==> config.mk <==
export PLATFORM = sky130hd
export DESIGN_NAME = lfsr_keystream_gen
export DESIGN_NICKNAME = d
export VERILOG_FILES = /design/src/rtl/lfsr_keystream_gen.sv
export SDC_FILE = /design/constraint.sdc
export NUM_CORES = 1
export LEC_CHECK = 0
export ABC_AREA = 1
export CAP_MARGIN = 25
export CORE_MARGIN = 4
export CORE_UTILIZATION = 40
export CTS_CLUSTER_SIZE = 28
export DETAILED_ROUTE_END_ITERATION = 10
export GPL_ROUTABILITY_DRIVEN = 0
export HOLD_SLACK_MARGIN = 0.03
export PLACE_DENSITY = 0.68
export SYNTH_ARGS = -nofsm -noshare
export SYNTH_HDL_FRONTEND = slang
export SYNTH_SLANG_ARGS = --single-unit
export TNS_END_PERCENT = 30
==> constraint.sdc <==
create_clock -name clk -period 7.6 [get_ports clk]
set_input_delay 1.9 -clock clk [delete_from_list [all_inputs] [get_ports clk]]
set_output_delay 1.9 -clock clk [all_outputs]
set_load 0.05 [all_outputs]
==> src/rtl/lfsr_keystream_gen.sv <==
// lfsr_keystream_gen
//   Keystream source for the XOR cipher datapath. A WIDTH-bit LFSR (Galois or
//   Fibonacci) is stepped one bit per cycle. STEP successive output bits are
//   packed into a word, with bit 0 holding the earliest bit. Words are offered
//   on a valid/ready interface, and the LFSR stalls while the consumer stalls.
//
//   Ports
//     clk, rst            clock (rising edge), async active-high reset
//     ld                  load strobe; samples cfg_seed / cfg_taps / cfg_mode
//     cfg_seed, cfg_taps  seed value and tap mask (WIDTH bits)
//     cfg_mode            0 = Galois, 1 = Fibonacci
//     out_data/out_valid  keystream word and its valid flag
//     out_ready           consumer accepts out_data
//     lockup              LFSR state is all-zero; generator halted
//     running             FSM is in RUN
//     state_o             current LFSR state
//     word_cnt            words accepted since the last ld (saturating)
//
//   state     | meaning
//   ----------+----------------------------------------
//   ST_IDLE   | unseeded since reset, no stepping
//   ST_RUN    | stepping and packing keystream words
//   ST_LOCKED | zero state reached; waits for a non-zero ld
module lfsr_keystream_gen #(
    parameter int WIDTH = 64,
    parameter int STEP  = 8,
    parameter int CNT_W = 32
) (
    input  logic             clk,
    input  logic             rst,
    input  logic             ld,
    input  logic [WIDTH-1:0] cfg_seed,
    input  logic [WIDTH-1:0] cfg_taps,
    input  logic             cfg_mode,
    output logic [STEP-1:0]  out_data,
    output logic             out_valid,
    input  logic             out_ready,
    output logic             lockup,
    output logic             running,
    output logic [WIDTH-1:0] state_o,
    output logic [CNT_W-1:0] word_cnt
);
    localparam int ACW = $clog2(STEP + 1);
    localparam logic [ACW-1:0] ACC_FULL = ACW'(STEP);
    localparam logic [ACW-1:0] ACC_LAST = ACW'(STEP - 1);

    typedef enum logic [1:0] {ST_IDLE, ST_RUN, ST_LOCKED} fsm_t;

    fsm_t             fsm_q, fsm_d;
    logic [WIDTH-1:0] state_q, state_d;
    logic [WIDTH-1:0] taps_q, taps_d;
    logic             mode_q, mode_d;
    logic [STEP-1:0]  acc_q, acc_d;
    logic [ACW-1:0]   acc_cnt_q, acc_cnt_d;
    logic [STEP-1:0]  out_data_q, out_data_d;
    logic             out_valid_q, out_valid_d;
    logic [CNT_W-1:0] word_cnt_q, word_cnt_d;
    logic             lockup_q, lockup_d;
    logic             running_q, running_d;

    logic             collect;
    logic             out_free;
    logic             bit_k;
    logic [WIDTH-1:0] step_next;
    logic [STEP-1:0]  acc_fill;

    always_comb begin
        bit_k    = state_q[0];
        collect  = (fsm_q == ST_RUN) && (acc_cnt_q < ACC_FULL);
        out_free = !out_valid_q || out_ready;

        if (mode_q)
            step_next = {^(state_q & taps_q), state_q[WIDTH-1:1]};
        else if (bit_k)
            step_next = (state_q >> 1) ^ taps_q;
        else
            step_next = state_q >> 1;

        // acc with the new bit written into slot acc_cnt
        acc_fill = (acc_q & ~(STEP'(1) << acc_cnt_q)) | (STEP'(bit_k) << acc_cnt_q);

        fsm_d       = fsm_q;
        state_d     = state_q;
        taps_d      = taps_q;
        mode_d      = mode_q;
        acc_d       = acc_q;
        acc_cnt_d   = acc_cnt_q;
        out_data_d  = out_data_q;
        out_valid_d = out_valid_q;
        word_cnt_d  = word_cnt_q;

        if (out_valid_q && out_ready) begin
            out_valid_d = 1'b0;
            if (word_cnt_q != {CNT_W{1'b1}})
                word_cnt_d = word_cnt_q + CNT_W'(1);
        end

        if (collect) begin
            state_d = step_next;
            acc_d   = acc_fill;
            if (step_next == '0) begin
                // Zero state: the partial word is dropped, a pending word survives.
                fsm_d     = ST_LOCKED;
                acc_cnt_d = '0;
            end else if (acc_cnt_q == ACC_LAST) begin
                if (out_free) begin
                    out_data_d  = acc_fill;
                    out_valid_d = 1'b1;
                    acc_cnt_d   = '0;
                end else begin
                    acc_cnt_d = ACC_FULL;
                end
            end else begin
                acc_cnt_d = acc_cnt_q + ACW'(1);
            end
        end else if ((acc_cnt_q == ACC_FULL) && out_free) begin
            out_data_d  = acc_q;
            out_valid_d = 1'b1;
            acc_cnt_d   = '0;
        end

        // Load overrides everything else in the same cycle.
        if (ld) begin
            state_d     = cfg_seed;
            taps_d      = cfg_taps;
            mode_d      = cfg_mode;
            acc_cnt_d   = '0;
            out_valid_d = 1'b0;
            word_cnt_d  = '0;
            fsm_d       = (cfg_seed != '0) ? ST_RUN : ST_LOCKED;
        end

        lockup_d  = (fsm_d == ST_LOCKED);
        running_d = (fsm_d == ST_RUN);
    end

    always_ff @(posedge clk or posedge rst) begin
        if (rst) begin
            fsm_q       <= ST_IDLE;
            state_q     <= '0;
            taps_q      <= '0;
            mode_q      <= 1'b0;
            acc_q       <= '0;
            acc_cnt_q   <= '0;
            out_data_q  <= '0;
            out_valid_q <= 1'b0;
            word_cnt_q  <= '0;
            lockup_q    <= 1'b0;
            running_q   <= 1'b0;
        end else begin
            fsm_q       <= fsm_d;
            state_q     <= state_d;
            taps_q      <= taps_d;
            mode_q      <= mode_d;
            acc_q       <= acc_d;
            acc_cnt_q   <= acc_cnt_d;
            out_data_q  <= out_data_d;
            out_valid_q <= out_valid_d;
            word_cnt_q  <= word_cnt_d;
            lockup_q    <= lockup_d;
            running_q   <= running_d;
        end
    end

    assign out_data  = out_data_q;
    assign out_valid = out_valid_q;
    assign lockup    = lockup_q;
    assign running   = running_q;
    assign state_o   = state_q;
    assign word_cnt  = word_cnt_q;

endmodule

# Word level (Yosys, flattened, before mapping)
# Index checks and enable logic that the tools add are counted.
# classes
addsub	2
n_lt_le_gt_ge	1
eq_ne	9
shift	2
muxes	29
bitwise	5
n_reduce_logical	15
# op_table
operator	n
$mux W64	4
$mux W32	3
$and A64 B64 Y64	1
$logic_not A64 Y1	1
$reduce_bool A64 Y1	1
$reduce_xor A64 Y1	1
$xor A63 B64 Y64	1
$mux W8	5
$add A32 B1 Y32 const B	1
$ne A32 B32 Y1 const B	1
$mux W4	6
$and A8 B8 Y8	1
$mux W2	4
$not A8 Y8	1
$or A8 B8 Y8	1
$reduce_bool A2 Y1	4
$shl A1 B4 Y8	1
$shl A1 B4 Y8 const A	1
$mux W1	7
$add A4 B1 Y4 const B	1
$eq A2 B1 Y1 const B	2
$eq A4 B3 Y1 const B	1
$eq A4 B4 Y1 const B	1
$lt A4 B4 Y1 const B	1
9 further kinds	12
# totals
regBits	186
input_bits	133
out_inout_bits	107

# Depth between registers and ports, before layout
# logic_depth
ltp_word	8
mapped_depth	23
ltp_nobuf	23

# Worst setup path after synthesis
# OpenSTA, ideal clock, no wires.
# synth_path
kind	input port to flip-flop
startpoint	input out_ready
endpoint	register word_cnt_q[31], in the netlist word_cnt[31]
setup_time_ns	0.123
t_arrival_ns	3.212
required_time_ns	7.477
setup_slack_ns	4.264
cell_stages	8
n_path_buf	0
path_cell_list	nand2_1 -> o21bai_1 -> nor3_1 -> nand4_1 -> nor2_1 -> nand3_1 -> o21ai_0 -> a21oi_1
# synth_between
elab_chain_cells	3
# synth_rtl
element	line_no	rtl
from (decl)	37	input logic out_ready,
$logic_and A1 B1 Y1	92	if (out_valid_q && out_ready) begin
$reduce_bool A2 Y1 (no line)	n/a	
$reduce_and A2 Y1 (no line)	n/a	
to (signal assigned)	159	word_cnt_q <= word_cnt_d;
to (decl)	57	logic [CNT_W-1:0] word_cnt_q, word_cnt_d;
# No other way between the ends.
# A chain may end at the register's enable or synchronous reset.

# Final worst setup path
# layout_path
startpoint	input ld
endpoint	register state_q[49], in the netlist state_o[49]
# layout_between
elab_chain_cells	1
elab_cells_between_ends	2
cone_classes	mux (1); reduce/logical (1)
# layout_rtl
element	line_no	rtl
from (decl)	31	input logic ld,
$mux W64 or $reduce_bool A2 Y1 (tied branches)	n/a	
to (signal assigned)	152	state_q <= state_d;
to (decl)	50	logic [WIDTH-1:0] state_q, state_d;
# Several ways; a longest one is shown, not always the timed one.

==> results.yml <==
route:
  routedWlPerCell_um: 15.52
  drc: 0
  vias: 11600
  ant_nets: 0
  finalWirelength_um: 35730
  drt_first_pass_iters: 8
  drt_iter0_drc: 883
  via_per_inst: 5.040
grt:
  antenna_found_initial: 1
  grt_pass1_vias: 11310
  overflow: 0
  grt_start_max_net_pins: 106
  grt_use_total: 0.2267
  grt_pass1_wl_um: 57520
hold_path:
  hp-class: "reg2reg"
critical_path:
  critPathKind: "in2reg"
  cp_max_fo: 52
  critPathCaptureType: "flop"
  critPathArrivalTime_ns: 4.27
  start_kind: "input pin"
  required_ns: 7.89
finish:
  seq_area_um2: 4654
  synthToLayoutAreaGrowth_pct: 29.48
  postLayoutCoreUtil: 0.5282
  nNetsFinal: 2051
  num-fill-cells: 2701
  multiInputGateArea_um2: 5773
  antennaDiodeCount: 0
  stdcell_count: 2302
  drive_above_1_share: 0.02755
timing:
  rsz0062_at_grt: "false"
  post-route-period-util: 0.5224
  finalCriticalPeriod_ns: 3.970
  relSlewSlack: 0.4576
  final-setup-viol-count: 0
  tightest_slew_ns: 0.8137
  finalClockSkew_ns: 0.01531
  setup_tns_ns: 0
  hold_viol_final: 0
  slew_violations: 0
  fmax_ghz: 0.2519
floorplan:
  die_area_um2: 31250
  rows: 61
  die_w_um: 176.8
  initial_core_util: 0.4079
  num_io_pins: 240
  die_y_um: 176.8
  coreArea_um2: 27930
job:
  max_cap_violations: 0
placement:
  dpl.hpwl_um: 26250
  place_inst: 2268
  numPortBuffers: 239
clock_tree:
  numCtsBuffers: 17
  cts_sinks: 186
  ctsHoldBuffers: 0
  clk_pin_slew_ns: 0.08
  cts_setup_buffers: 0
  ctsResizeCount: 0
  clock-root-buffer: "clkbuf_16"
  cts_tree: "yes"
  cts_buffer_depth: 2
  clkLatencyLatePin_ns: 0.45
  htree_levels: 4
synthesis:
  synth_top_flop_cell: "dfrtp_1"
  syn_avg_cell_area_um2: 6.746
  async_reset_ff_frac: 1.000
  yosysSeqAreaShare: 0.4085
  synth_cells: 1689
  ys_types: 38
  synth_area_leaders: "dfrtp_1, nand2_1, inv_1, xor2_1, o211ai_1"
  synth_nets: 1829
  synth_top_area_frac: 0.4085
  synth-seq-cells: 186
  synthTopCellsByCount: "nand2_1, inv_1, dfrtp_1"
  syn_area_um2: 11390
  synth_edf_count: 0
  synth_top_area_cell: "dfrtp_1"
  synth.most_common_cell: "nand2_1"
  ys_warn_count: 0
power:
  p_leak_nw: 7.285
  p_per_area_nw_per_um2: 212.6
  ir_drop_v: 0.0001544
outcome:
  status: "finished, final reports clean"
==> placed cells by master, fill, tap and decap left out, drive strengths merged <==
cell | Yosys | layout
o41ai | 1 | 1
o21a | 4 | 4
nand4 | 26 | 26
a211oi | 2 | 2
ha | 7 | 7
nor4 | 18 | 18
a31oi | 1 | 1
o211ai | 36 | 36
nor3b | 1 | 1
nand2 | 828 | 828
inv | 207 | 216
o21ai | 37 | 37
xor2 | 52 | 52
o211a | 1 | 1
o21bai | 2 | 2
a21boi | 1 | 1
o221ai | 26 | 26
nor3 | 45 | 45
clkbuf | 34 | 17
dfrtp | 186 | 186
o22ai | 1 | 1
clkdlybuf4s50 | 0 | 238
nand3 | 47 | 47
nor2 | 63 | 63
buf | 11 | 10
a21oi | 28 | 28
clkinv | 2 | 5
xnor2 | 18 | 18
clkinvlp | 0 | 3
o31ai | 1 | 1
and3 | 3 | 3
==> through the flow <==
| step | power (mW) | hold slack [ns] | setup WS (ns) | area, µm² |
|---|---|---|---|---|
| floorplan | 1.908 | 0.4422 | 0.6429 | 11390 |
| global placement | 2.257 | 0.4569 | 2.542 | 14130 |
| detailed placement | 2.277 | 0.4581 | 3.189 | 14150 |
| CTS | 3.153 | 0.4837 | 3.634 | 14700 |
| global route | 3.330 | 0.5089 | 3.420 | 14750 |
| finish | 3.136 | 0.4785 | 3.630 | 14750 |
==> cells by family after synthesis <==
| family | synth area share |
|---|---|
| xor+xnor | 0.05380 |
| simple gates | 0.3627 |
| compound gates | 0.08159 |
| fa+ha+maj | 0.007686 |
| buf+inv | 0.08576 |
| flops | 0.4085 |
==> final cells by class <==
type | count | share of cell area
clock buffer | 17 | 0.02883
clock inverter | 15 | 0.008650
inverter | 209 | 0.05360
multi-input combinational | 1249 | 0.3913
sequential | 186 | 0.3155
tap | 378 | 0.03206
timing repair buffer | 248 | 0.1701
==> path summary, 6_finish.rpt <==
path | startpoint | endpoint | slack, ns | cells past startpoint
max in group asynchronous | rst | taps_q[49] | 4.55 | 4
worst min-delay path | out_data[3] | out_data[3] | 0.48 | 2
worst max-delay path | ld | state_o[49] | 3.63 | 6
min in group asynchronous | rst | word_cnt[11] | 1.70 | 2
worst max register to register | state_o[0] | out_data[2] | 3.94 | 18
worst min register to register | out_data[3] | out_data[3] | 0.48 | 2
==> registers in the layout (all words and copies together) (netlist names) <==
name       count
mode_q         1
state_o       64
taps_q        64
word_cnt      32
running        1
acc_q          8
fsm_q          2
out_data       8
lockup         1
out_valid      1
acc_cnt_q      4
==> routing by layer <==
metal	track usage	vias to the layer above	wire length [µm]	share of wire
met5	0	-	10	0.00028
met4	0.06834	2	720	0.020
met3	0.04614	46	2469	0.069
met2	0.3723	375	16300	0.46
met1	0.3039	5425	16230	0.45
li1	-	5754	-	-
==> power breakdown <==
part / internal [mW] / switching [mW] / leakage [nW] / total (mW)
combinational: 0.370 / 0.700 / 4.68 / 1.07
clock: 0.432 / 0.440 / 0.268 / 0.872
sequential: 1.10 / 0.0986 / 2.34 / 1.19
total: 1.90 / 1.24 / 7.28 / 3.14
==> critical path: stages <==
cell and delay [ns]:
buf_4 0.44, clkinv_2 0.57, nand2_2 0.63, inv_1 0.42
nand2_1 0.16, o211ai_1 0.10
Note: power is estimated with default switching activity, not from simulation.
